$ cat src/rtl/pf_sched_pkg.sv
// pf_sched_pkg: shared FSM state type and default parameters for the prefetch issue arbiter.
package pf_sched_pkg;
  typedef enum logic {RUN, THROTTLED} pf_state_e;
  localparam int DEF_WIDTH = 64;
  localparam int DEF_QDEPTH = 8;
  localparam int DEF_MSHR_THRESHOLD = 2;
  localparam int DEF_STARVE_MAX = 15;
  localparam int DEF_LOGLINE = 6;
endpackage

$ cat src/rtl/pf_request_fifo.sv
// pf_request_fifo: drop-oldest prefetch FIFO with a line-address match port over occupied entries.
module pf_request_fifo
  import pf_sched_pkg::*;
#(
  parameter int WIDTH = DEF_WIDTH,
  parameter int QDEPTH = DEF_QDEPTH,
  parameter int LOGLINE = DEF_LOGLINE
) (
  input  logic                     clk,
  input  logic                     rst,
  input  logic                     push,
  input  logic [WIDTH-1:0]         push_data,
  input  logic                     pop,
  input  logic [WIDTH-LOGLINE-1:0] match_line,
  output logic [WIDTH-1:0]         head,
  output logic                     empty,
  output logic                     dropped,
  output logic                     match
);
  localparam int PW = $clog2(QDEPTH);
  logic [WIDTH-1:0] mem [QDEPTH];
  logic [PW-1:0] rptr, wptr;
  logic [PW:0] count;
  logic full, do_pop;
  assign empty = count == '0;
  assign full = count == (PW+1)'(QDEPTH);
  assign do_pop = pop && !empty;
  assign dropped = push && full && !do_pop;
  assign head = mem[rptr];
  // An entry is live when its distance from the read pointer is below the occupancy.
  always_comb begin
    match = 1'b0;
    for (int i = 0; i < QDEPTH; i++)
      match = match || (({1'b0, PW'(i) - rptr} < count) && mem[i][WIDTH-1:LOGLINE] == match_line);
  end
  always_ff @(posedge clk)
    if (push) mem[wptr] <= push_data;
  always_ff @(posedge clk or posedge rst)
    if (rst) begin
      rptr <= '0;
      wptr <= '0;
      count <= '0;
    end else begin
      if (push) wptr <= wptr + 1'b1;
      if (do_pop || dropped) rptr <= rptr + 1'b1;
      count <= count + (PW+1)'(push && !dropped) - (PW+1)'(do_pop);
    end
endmodule

$ cat src/rtl/prefetch_issue_arbiter.sv
// prefetch_issue_arbiter: demand/prefetch arbiter with MSHR throttling, anti-starvation and one output register.
// Optional PF_DEDUP_EN discards prefetches whose line is already queued or held.
module prefetch_issue_arbiter
  import pf_sched_pkg::*;
#(
  parameter int WIDTH = DEF_WIDTH,
  parameter int QDEPTH = DEF_QDEPTH,
  parameter int MSHR_THRESHOLD = DEF_MSHR_THRESHOLD,
  parameter int STARVE_MAX = DEF_STARVE_MAX,
  parameter int LOGLINE = DEF_LOGLINE
) (
  input  logic             clk,
  input  logic             rst,
  input  logic             dem_valid_i,
  input  logic [WIDTH-1:0] dem_address_i,
  output logic             dem_ready_o,
  input  logic             pf_valid_i,
  input  logic [WIDTH-1:0] pf_address_i,
  input  logic [7:0]       mshr_free_i,
  input  logic             lo_ready_i,
  output logic             lo_valid_o,
  output logic [WIDTH-1:0] lo_address_o,
  output logic             lo_is_prefetch_o,
  output logic [15:0]      drop_count_o
);
  localparam int SW = $clog2(STARVE_MAX + 1);
  localparam logic [8:0] TH = 9'(MSHR_THRESHOLD);
  pf_state_e state, state_nx;
  logic [SW-1:0] starve;
  logic [WIDTH-1:0] head;
  logic load, pf_ok, force_pf, take_pf, take_dem, dup, push;
  logic fifo_empty, fifo_drop, fifo_match;
  pf_request_fifo #(.WIDTH(WIDTH), .QDEPTH(QDEPTH), .LOGLINE(LOGLINE)) u_fifo (
    .clk(clk),
    .rst(rst),
    .push(push),
    .push_data(pf_address_i),
    .pop(take_pf),
    .match_line(pf_address_i[WIDTH-1:LOGLINE]),
    .head(head),
    .empty(fifo_empty),
    .dropped(fifo_drop),
`ifdef PF_DEDUP_EN
    .match(fifo_match)
`else
    .match()
`endif
  );
`ifdef PF_DEDUP_EN
  assign dup = pf_valid_i && (fifo_match ||
               (lo_valid_o && lo_address_o[WIDTH-1:LOGLINE] == pf_address_i[WIDTH-1:LOGLINE]));
`else
  assign fifo_match = 1'b0;
  assign dup = fifo_match;
`endif
  assign push = pf_valid_i && !dup;
  always_comb
    state_nx = (state == RUN) ? (({1'b0, mshr_free_i} < TH) ? THROTTLED : RUN)
                              : (({1'b0, mshr_free_i} >= TH + 9'd1) ? RUN : THROTTLED);
  assign load = !lo_valid_o || lo_ready_i;
  assign pf_ok = state == RUN && !fifo_empty;
  assign force_pf = pf_ok && starve == SW'(STARVE_MAX);
  assign take_pf = load && (force_pf || (pf_ok && !dem_valid_i));
  assign take_dem = load && dem_valid_i && !force_pf;
  assign dem_ready_o = take_dem;
  always_ff @(posedge clk or posedge rst)
    if (rst) begin
      state <= RUN;
      starve <= '0;
      drop_count_o <= '0;
      lo_valid_o <= 1'b0;
      lo_address_o <= '0;
      lo_is_prefetch_o <= 1'b0;
    end else begin
      state <= state_nx;
      starve <= (take_pf || fifo_empty) ? '0
              : (take_dem && starve != SW'(STARVE_MAX)) ? starve + 1'b1 : starve;
      drop_count_o <= ((fifo_drop || dup) && drop_count_o != 16'hffff) ? drop_count_o + 16'd1 : drop_count_o;
      if (load) begin
        lo_valid_o <= take_pf || take_dem;
        lo_address_o <= take_pf ? head : dem_address_i;
        lo_is_prefetch_o <= take_pf;
      end
    end
endmodule

$ cat config.mk
export PLATFORM = sky130hd
export DESIGN_NAME = prefetch_issue_arbiter
export DESIGN_NICKNAME = d
export VERILOG_FILES = /design/src/rtl/pf_sched_pkg.sv /design/src/rtl/pf_request_fifo.sv /design/src/rtl/prefetch_issue_arbiter.sv
export SDC_FILE = /design/constraint.sdc
export NUM_CORES = 1
export LEC_CHECK = 0
export BUFFER_PORTS_ARGS = -buffer_cell sky130_fd_sc_hd__buf_4
export CAP_MARGIN = 20
export CORE_MARGIN = 3
export CORE_UTILIZATION = 25
export DETAILED_ROUTE_END_ITERATION = 12
export MAX_ROUTING_LAYER = met4
export SYNTH_ARGS = -nofsm -noshare
export SYNTH_HDL_FRONTEND = slang
export SYNTH_SLANG_ARGS = --single-unit
$ cat constraint.sdc
create_clock -name clk -period 6 [get_ports clk]
set_input_delay 0.6 -clock clk [delete_from_list [all_inputs] [get_ports clk]]
set_output_delay 0.6 -clock clk [all_outputs]
set_load 0.01 [all_outputs]
* Yosys cells after proc, flatten, opt, wreduce, memory -nomap -nowiden
Memories as Yosys holds them, arrays and structs flattened.
Cells that the tools add are included.
Widths: inputs -> output; s select.
** Storage, ports and cells
- Logic and storage cells :: 56
- Output and inout bits :: 83
- Bits in writable memories :: 512
- Bits in registers :: 97
- Bits of input ports :: 141
- Memories :: 1
** Memory list
- u_fifo.mem :: words 8, width 64, rd ports 1, clocked after Yosys merged registers in 0, wr ports 1, RTL line pf_request_fifo.sv:21 : logic [WIDTH-1:0] mem [QDEPTH];
** Operators by class
- Reduce and logical (&&, ||, !) cells :: 25
- Order comparisons :: 2
- Bitwise gates (word level) :: 1
- Add/sub/neg operators :: 6
- Mux-type cells :: 8
- Equality and inequality tests :: 4
** Operators with widths (number)
- $mux 64 :: 1
- $add 16x1->16 const B :: 1
- $ne 16x16->1 const B :: 1
- $logic_and 1x1->1 :: 12
- $eq 4x4->1 const B :: 2
- $ge 8x2->1 const B :: 1
- $lt 8x2->1 const B :: 1
- $mux 4 :: 2
- $add 3x1->3 const B :: 2
- $logic_not 1->1 :: 6
- $logic_or 1x1->1 :: 5
- $mux 1 :: 5
- $add 4x1->4 :: 1
- $add 4x1->4 const B :: 1
- $logic_not 4->1 :: 1
- $ne 4x4->1 const B :: 1
- $sub 4x1->4 :: 1
- $reduce_bool 2->1 :: 1
- $not 1->1 :: 1

* Depth between registers and ports, before layout
Gate-level depths: netlist of the first run.
- Depth in word-level cells :: 13
- Gate-level depth with buffers :: 12
- Depth with buffers taken out :: 11

* Cells and area by module
Synthesis of the first run repeated with hierarchy kept, for this count alone.
** Unflattened totals
- Cells, all modules :: 2139
- Area total of the unflattened synthesis :: 29682.2 um2
** By module, submodules not included
- pf_request_fifo :: sequential area each 15625.0 um2, times used 1, cells an instance 1684, area an instance 25690.9 um2
- prefetch_issue_arbiter :: sequential area each 2177.1 um2, times used 1, cells an instance 455, area an instance 3991.3 um2

* Worst setup path before layout of the first run
No wires, ideal clock.
- Path type :: in2reg
- Start :: input port pf_valid_i
- End :: memory u_fifo.mem[4][0] (netlist name) (enable)
- Path buffers :: 1
- Library setup time :: 565 ps
- Required time :: 5435 ps
- Slack :: 108 ps
- Stages :: 3
- Data arrival time :: 5327 ps
- Cells stage by stage :: clkbuf_1 -> nand2_1 -> nor3_1
** Between the ends
- Word-level cells in the longest chain between the ends :: 2
** RTL lines
- start: declaration :: RTL line prefetch_issue_arbiter.sv:17 : input logic pf_valid_i,
- $mux 1 :: RTL line pf_request_fifo.sv:37 : if (push) mem[wptr] <= push_data;
- $mux 1 (implied by the code) :: RTL line pf_request_fifo.sv:37
- end: declaration :: RTL line pf_request_fifo.sv:21
Every way passes these cells.

* Final worst setup path of the first run
- Start :: register u_fifo.count[3]
- End :: register u_fifo.count[2]
** Between the ends
- Word-level cells in the longest chain between the ends :: 13
- Elaborated cells between the ends (all ways) :: 16
- Classes of those cells :: 2 x add/sub; 1 x eq/ne; 13 x reduce/logical
** RTL lines
- start: declaration :: RTL line pf_request_fifo.sv:23 : logic [PW:0] count;
- start signal: assignment :: RTL line pf_request_fifo.sv:46 : count <= count + (PW+1)'(push && !dropped) - (PW+1)'(do_pop);
- $logic_not 4->1 :: RTL line pf_request_fifo.sv:25 : assign empty = count == '0;
- $logic_not 1->1 :: RTL line pf_request_fifo.sv:27, prefetch_issue_arbiter.sv:61
- $logic_and 1x1->1 :: RTL line prefetch_issue_arbiter.sv:61 : assign pf_ok = state == RUN && !fifo_empty;
- $logic_and 1x1->1 (on tied branches) :: RTL line prefetch_issue_arbiter.sv:62, prefetch_issue_arbiter.sv:63
- $logic_or 1x1->1 :: RTL line prefetch_issue_arbiter.sv:63 : assign take_pf = load && (force_pf || (pf_ok && !dem_valid_i));
- $logic_and 1x1->1 :: RTL line prefetch_issue_arbiter.sv:63
- $logic_and 1x1->1 :: RTL line pf_request_fifo.sv:27 : assign do_pop = pop && !empty;
- $logic_not 1->1 :: RTL line pf_request_fifo.sv:28 : assign dropped = push && full && !do_pop;
- $logic_and 1x1->1 :: RTL line pf_request_fifo.sv:28
- $logic_not 1->1 :: RTL line pf_request_fifo.sv:46
- $logic_and 1x1->1 :: RTL line pf_request_fifo.sv:46
- $add 4x1->4 :: RTL line pf_request_fifo.sv:46
- $sub 4x1->4 * :: RTL line pf_request_fifo.sv:46
Every way passes the cells marked *; elsewhere a longest branch is shown, timed or not.
A chain may end at the register's enable or synchronous reset.

==> flow_summary_export.csv, run 1 <==
group,metric,value,unit
outcome,status,"finished clean",
yosys,synth_top_cell_area_share,65.9,%
pwr,peakVddDrop,218,uV
pwr,p_total,13.4,mW
clocking,cts_root_buf,"clkbuf_16",
yosys,ys_ff_latch,609,
drt,wirelength,56.1,mm
die,die_area,0.0970,mm2
drt,drt_iter0_drc,799,
clocking,cts_resized,0,
timing,period_minus_slack,3160,ps
pwr,pwr-share-seq,42.9,%
setup_path,start_kind,"flop",
timing,worst_pin_slew,1000,ps
setup_path,critPathKind,"flop to flop",
yosys,synth_edf_count,512,
final_layout,drive_above_1_share,34.7,%
clocking,h-tree-depth,3,
timing,report.final.slew_viol_count,0,
timing,finalHoldViolations,0,
yosys,yosysWarnings,0,
clocking,cts_buffer_depth,3,
clocking,clk_latency,600,ps
timing,relSlewSlack,33.2,%
die,io_pins,224,
timing,fin_crit_sh,52.7,%
final_layout,fin_cells,2679,
yosys,synth_flop_cell,"edfxtp_1",
drt,first_pass_iters,6,
drt,drc_errors,0,
placed_design,placed_cells,2538,
yosys,synthAdderAreaFrac,0.623,%
drt,wl_per_cell,20.9,um
die,core,0.0921,mm2
timing,whs,111,ps
grt,antenna_found_initial,10,
placed_design,postPlaceCellArea,0.0264,mm2
final_layout,fin_nets,1521,
die,die-height,311,um
yosys,synth_compound_area_share,3.36,%
grt,grt_pass1_vias,12700,
die,initial_core_util,25.3,%
yosys,netlist_instances,1112,
setup_path,required,6480,ps
pwr,power_frac_clock,31.8,%
placed_design,hpwl,31.6,mm
yosys,synth_top_family_by_area,"multiplexers",
final_layout,multi_input_area,0.00520,mm2
pwr,switching_power,3.85,mW
yosys,synth_common_cells,"edfxtp_1, mux4_2, dfrtp_1",
final_layout,syn_to_final_growth,23.5,%
clocking,cts_setup_buffers,0,
die,core.rowCount,111,
drt,vias_per_cell,4.27,
yosys,synth_area_leader_cell,"edfxtp_1",
yosys,syn_area_per_cell,21.0,um2
die,fp.dieW,311,um
clocking,cts_made_buffers,71,
yosys,syn_area,0.0233,mm2
yosys,yosysSeqAreaShare,76.4,%
grt,grt_max_degree,72,
worst_hold_path,worstHoldPathType,"input pin to async pin",
grt,gr-total-overflow,0,
timing,rsz0062_at_grt,"no",
pwr,pwr-share-comb,25.3,%
setup_path,crit_fanout,71,
yosys,syn_nets,1264,
timing,finalSetupTns,0,ps
grt,track_usage,11.9,%
pwr,powerDensity,465,mW/mm2
yosys,synth_mux_area_share,15.3,%
yosys,synth_most_common_cell,"edfxtp_1",
yosys,synth.top_cells.by_area,"edfxtp_1, mux4_2, dfrtp_1",
timing,skew,24.3,ps
yosys,yosys.area_share.xor_xnor,0.902,%
pwr,p_leak,9.87,nW
timing,setup_violations,0,
yosys,ys_async_sr_fraction,15.9,%
placed_design,io_buffers,223,
yosys,yosysUniqueCellTypes,42,
grt,grt_pass1_wl,83.8,mm
pwr,internal_power,9.53,mW
final_layout,fin_area,0.0288,mm2
clocking,cts.sinks,609,
placed_design,routabilityCongestion,0.664,
job,max_cap_viol_count,0,
final_layout,seqCellArea,0.0178,mm2
setup_path,cp.arrival,3650,ps
clocking,clk_pin_slew,60,ps
final_layout,fill_cells,8829,
clocking,cts_tree,"built",
clocking,hold_buffers,0,
timing,max_freq,0.316,GHz
setup_path,end_kind,"flop",
drt,vias,11500,
pwr,p_sw_share,28.7,%
yosys,yosys.area_share.simple,1.81,%
drt,ant_nets,0,
cell usage in the layout (no fill, tap or decap), drive strengths merged, types with 3 or more instances in the layout:
| cell | instances |
|---|---|
| nor2 | 16 |
| a21oi | 65 |
| inv | 15 |
| buf | 241 |
| xnor2 | 12 |
| nand2b | 7 |
| nor4 | 4 |
| dfrtp | 97 |
| clkbuf | 99 |
| edfxtp | 512 |
| nand4 | 7 |
| bufinv | 6 |
| ha | 10 |
| mux4 | 128 |
| nand2 | 14 |
| clkinvlp | 5 |
| mux2i | 65 |
| diode | 10 |
| and3 | 4 |
| nand3 | 5 |
| clkinv | 16 |
| mux2 | 3 |
| xor2 | 12 |
| nor3 | 6 |
| o22ai | 64 |
flip-flops by register name (all words and copies together), names as in the netlist, 3 cells and up:
register      cells
starve            4
u_fifo.rptr       3
lo_address_o     64
drop_count_o     16
u_fifo.count      4
u_fifo.wptr       3
u_fifo.mem      512
cell type report:
type                       instances  share of cell area [%]
timing repair buffer             241                    6.40
clock inverter                    31                    1.17
antenna                           10                  0.0869
clock buffer                      99                    6.86
sequential                       609                    61.9
multi-input combinational        435                    18.1
tap                             1243                    5.40
inverter                          11                   0.169
cells by family (layout without fill, tap and decap cells):
family,after synthesis,in the layout
AO/OA/AOI/OAI,135,135
XOR/XNOR,24,24
adder cells (fa/ha/maj),11,11
buffers and inverters,68,382
flip-flops,609,609
multiplexers,196,196
other,0,10
AND/OR/NAND/NOR,69,69
per-layer routing:
metal	up-vias	GRT usage (%)	wire (um)	part of all wire [%]
li1	5140	-	-	-
met1	5977	14.3	23600	42
met2	263	19.6	28000	50
met3	72	3.21	3290	5.9
met4	0	3.99	1110	2.0
met5	-	-	0	0
power groups by stage:
stage / Sequential (mW) / Combinational, mW / Clock [mW]
after global routing: 5.82 / 3.71 / 4.56
after global placement: 5.89 / 3.36 / 0
final: 5.74 / 3.39 / 4.25
after floorplan: 5.75 / 2.25 / 0
after detailed placement: 5.93 / 3.41 / 0
after CTS: 5.85 / 3.41 / 4.40
per-stage QoR:
step | utilization, % | worst slack, ps
global route | 31.3 | 2660
detailed placement | 28.7 | 2810
finish | 31.3 | 2840
floorplan | - | 108
global placement | 28.7 | 2840
CTS | 31.2 | 2800
critical path: stages, from the launching register on:
cell and delay [ps]:
dfrtp_1 360, inv_1 60, ha_1 170, nor3b_2 180, a2111o_4 560, inv_6 510, ha_1 360, inv_1 60
ha_1 160, inv_1 70, fa_1 400, xnor2_1 140
final timing paths:
check,startpoint,endpoint,slack (ps),cells after the start
worst max-delay path,u_fifo.count[3]$_DFF_PP0_,u_fifo.count[2]$_DFF_PP0_,2840,11
min in group clk,mshr_free_i[2],state$_DFF_PP0_,170,2
worst min-delay path,rst,lo_address_o[55]$_DFFE_PP0N_,110,2
max in group asynchronous,rst,u_fifo.rptr[1]$_DFFE_PP0P_,4530,3
worst max register to register,u_fifo.count[3]$_DFF_PP0_,u_fifo.count[2]$_DFF_PP0_,2840,11
worst min register to register,drop_count_o[9]$_DFFE_PP0P_,drop_count_o[9]$_DFFE_PP0P_,500,1
No activity file was read; power rests on OpenSTA's default activity.
==> run 2: changes to the inputs <==
==> constraint.sdc (replaced) <==
create_clock -name clk -period 3 [get_ports clk]
set_input_delay 0.3 -clock clk [delete_from_list [all_inputs] [get_ports clk]]
set_output_delay 0.3 -clock clk [all_outputs]
set_load 0.01 [all_outputs]
==> run 2 against run 1 <==
Sequential power grew 99%. First-iteration DRC count decreased by 9.4%. Clock power is 100% higher. Power is 100% higher. Non-clock buffer count increased by 159. Register-to-register slack worse by 2500 ps. Utilization rose by 1.9 points. Clock skew down 1.3 ps. Wire length up 1.8%. Maximum frequency rose by 20%. Final area grew 6.1%. Largest cell class unchanged.
==> flow_summary_export.csv, run 2 (synthesis results as in run 1) <==
group,metric,value,unit
outcome,status,"finished clean",
clocking,cts_root_buf,"clkbuf_16",
grt,use_met1,15.4,%
placed_design,postPlaceCellArea,0.0268,mm2
final_layout,largest_register_ffs,512,
timing,fin_ws,374,ps
placed_design,routabilityCongestion,0.730,
timing,rsz0062_at_grt,"no",
drt,drc_errors,0,
grt,met2_usage,19.9,%
grt,grt_pass1_wl,86.3,mm
setup_path,setup.worst_path.start,"u_fifo.count[2]$_DFF_PP0_",
grt,busiest_layer,"met2",
die,initial_core_util,25.3,%
timing,relSlewSlack,40.0,%
pwr,p_leak,10.7,nW
grt,grt_max_degree,65,
final_layout,fin_area,0.0305,mm2
timing,whs,80.9,ps
grt,antenna_found_initial,6,
drt,vias_per_cell,4.35,
clocking,cts_resized,0,
setup_path,end_kind,"flop",
drt,ant_nets,0,
setup_path,cp_slowest_cell,"buf_4",
placed_design,hpwl,33.4,mm
die,fp.dieW,311,um
clocking,cts_buffer_depth,3,
final_layout,fin_cells,2833,
grt,grt_pass1_vias,13500,
timing,setup_violations,0,
clocking,cts_made_buffers,70,
setup_path,regToRegSetupSlack,370,ps
final_layout,fin_nets,1679,
clocking,clk_pin_slew,60,ps
setup_path,crit_fanout,50,
die,die-height,311,um
setup_path,slowest_delay,580,ps
setup_path,cp.arrival,3120,ps
setup_path,required,3490,ps
grt,use_met3,2.14,%
drt,drt_iter0_drc,724,
setup_path,r2r.worst_path.cells,8,
pwr,peakVddDrop,447,uV
timing,skew,23.0,ps
timing,finalHoldViolations,0,
setup_path,reg2reg_to,"u_fifo.rptr[1]$_DFFE_PP0P_",
final_layout,syn_to_final_growth,31.0,%
worst_hold_path,worstHoldPathType,"input pin to flop",
setup_path,critPathKind,"flop to flop",
clocking,cts_tree,"built",
placed_design,placed_cells,2565,
pwr,powerDensity,896,mW/mm2
drt,wl_per_cell,20.1,um
final_layout,drive_above_1_share,33.5,%
die,die_area,0.0970,mm2
setup_path,start_kind,"flop",
die,io_pins,224,
timing,fin_crit_sh,87.5,%
drt,first_pass_iters,7,
placed_design,io_buffers,223,
clocking,h-tree-depth,3,
final_layout,layout_commonest_cell,"edfxtp_1",
drt,vias,12300,
final_layout,regMostFlops,"u_fifo.mem",
timing,worst_pin_slew,900,ps
final_layout,final_cell_mix,"edfxtp_1, buf_4, dlygate4sd3_1, mux4_2, dfrtp_1",
job,max_cap_viol_count,0,
timing,period_minus_slack,2630,ps
die,core.rowCount,111,
setup_path,crit_chain,"inv_1 > ha_1 > nor3b_2 > a2111o_4 > inv_6 > buf_4 > nor2_1 > mux2_4",
placed_design,post-place-ws,333,ps
die,core,0.0921,mm2
timing,max_freq,0.381,GHz
final_layout,reg.largest.list,"u_fifo.mem: 512 flops, lo_address_o: 64 flops, drop_count_o: 16 flops",
setup_path,worstReg2RegStart,"u_fifo.count[2]$_DFF_PP0_",
drt,wirelength,57.1,mm
grt,track_usage,12.1,%
timing,report.final.slew_viol_count,0,
grt,gr-total-overflow,0,
clocking,cts.sinks,609,
setup_path,endpoint,"u_fifo.rptr[1]$_DFFE_PP0P_",
clocking,clk_latency,600,ps
run 2: cell types whose count changed in the layout (fill, tap and decap cells not counted), sizes merged, moves of 2 or more:
cell         delta
clkinv         +10
inv             +2
diode           -4
dlygate4sd3   +133
clkinvlp        -3
buf            +26
clkbuf         -11
run 2: critical path, delay by kind of cell, from the launching register on:
family | cells | cell delay [ps]
buffers and inverters | 3 | 740
AO/OA/AOI/OAI | 1 | 550
AND/OR/NAND/NOR | 2 | 350
multiplexers | 1 | 330
flip-flops | 1 | 320
adder cells (fa/ha/maj) | 1 | 190
run 2: final cells by class:
| type | instances | area, um2 |
|---|---|---|
| antenna | 6 | 15.0 |
| clock buffer | 88 | 1930 |
| clock inverter | 41 | 444 |
| fill | 8703 | 61500 |
| inverter | 11 | 48.8 |
| multi-input combinational | 435 | 5210 |
| sequential | 609 | 17800 |
| tap | 1243 | 1560 |
| timing repair buffer | 400 | 3520 |
run 2: worst min path at each step:
stage / endpoint / startpoint / slack [ps] / cells after the start
2_1_floorplan: state$_DFF_PP0_ / mshr_free_i[2] / 380 / 1
3_3_place_gp: u_fifo.wptr[2]$_DFFE_PP0P_ / u_fifo.wptr[2]$_DFFE_PP0P_ / 480 / 1
3_5_place_dp: u_fifo.wptr[2]$_DFFE_PP0P_ / u_fifo.wptr[2]$_DFFE_PP0P_ / 490 / 1
4_1_cts: lo_address_o[34]$_DFFE_PP0N_ / dem_address_i[34] / 20 / 3
5_1_grt: lo_address_o[34]$_DFFE_PP0N_ / dem_address_i[34] / 100 / 3
6_report: lo_address_o[34]$_DFFE_PP0N_ / dem_address_i[34] / 80 / 3
run 2: stage by stage:
stage                     util, %  TNS [ps]  total power, mW
after CTS                    33.2         0             27.9
after global routing         33.2         0             28.8
final                        33.2         0             27.4
after global placement       29.1         0             18.8
after detailed placement     29.1         0             19.0
after floorplan                 -   -414170             16.0
run 2: routing by layer:
metal	wire length, um	vias up
met5	0	-
met4	1160	0
met3	2480	82
met2	28400	271
met1	25000	6531
li1	-	5446
run 2: power breakdown:
part           switching [mW]  internal [mW]  total, mW  leakage [nW]
Combinational            3.75           3.56       7.31          3.69
Sequential              0.687           10.7       11.4          5.80
Clock                    3.45           5.22       8.67          1.17
Total                    7.88           19.5       27.4          10.7
run 2: repair_timing:
item                                    in CTS  in global routing
hold buffers                               133                  0
endpoints found under the setup margin       0                  0
setup buffers                                0                  0
endpoints found under the hold margin      635                  0
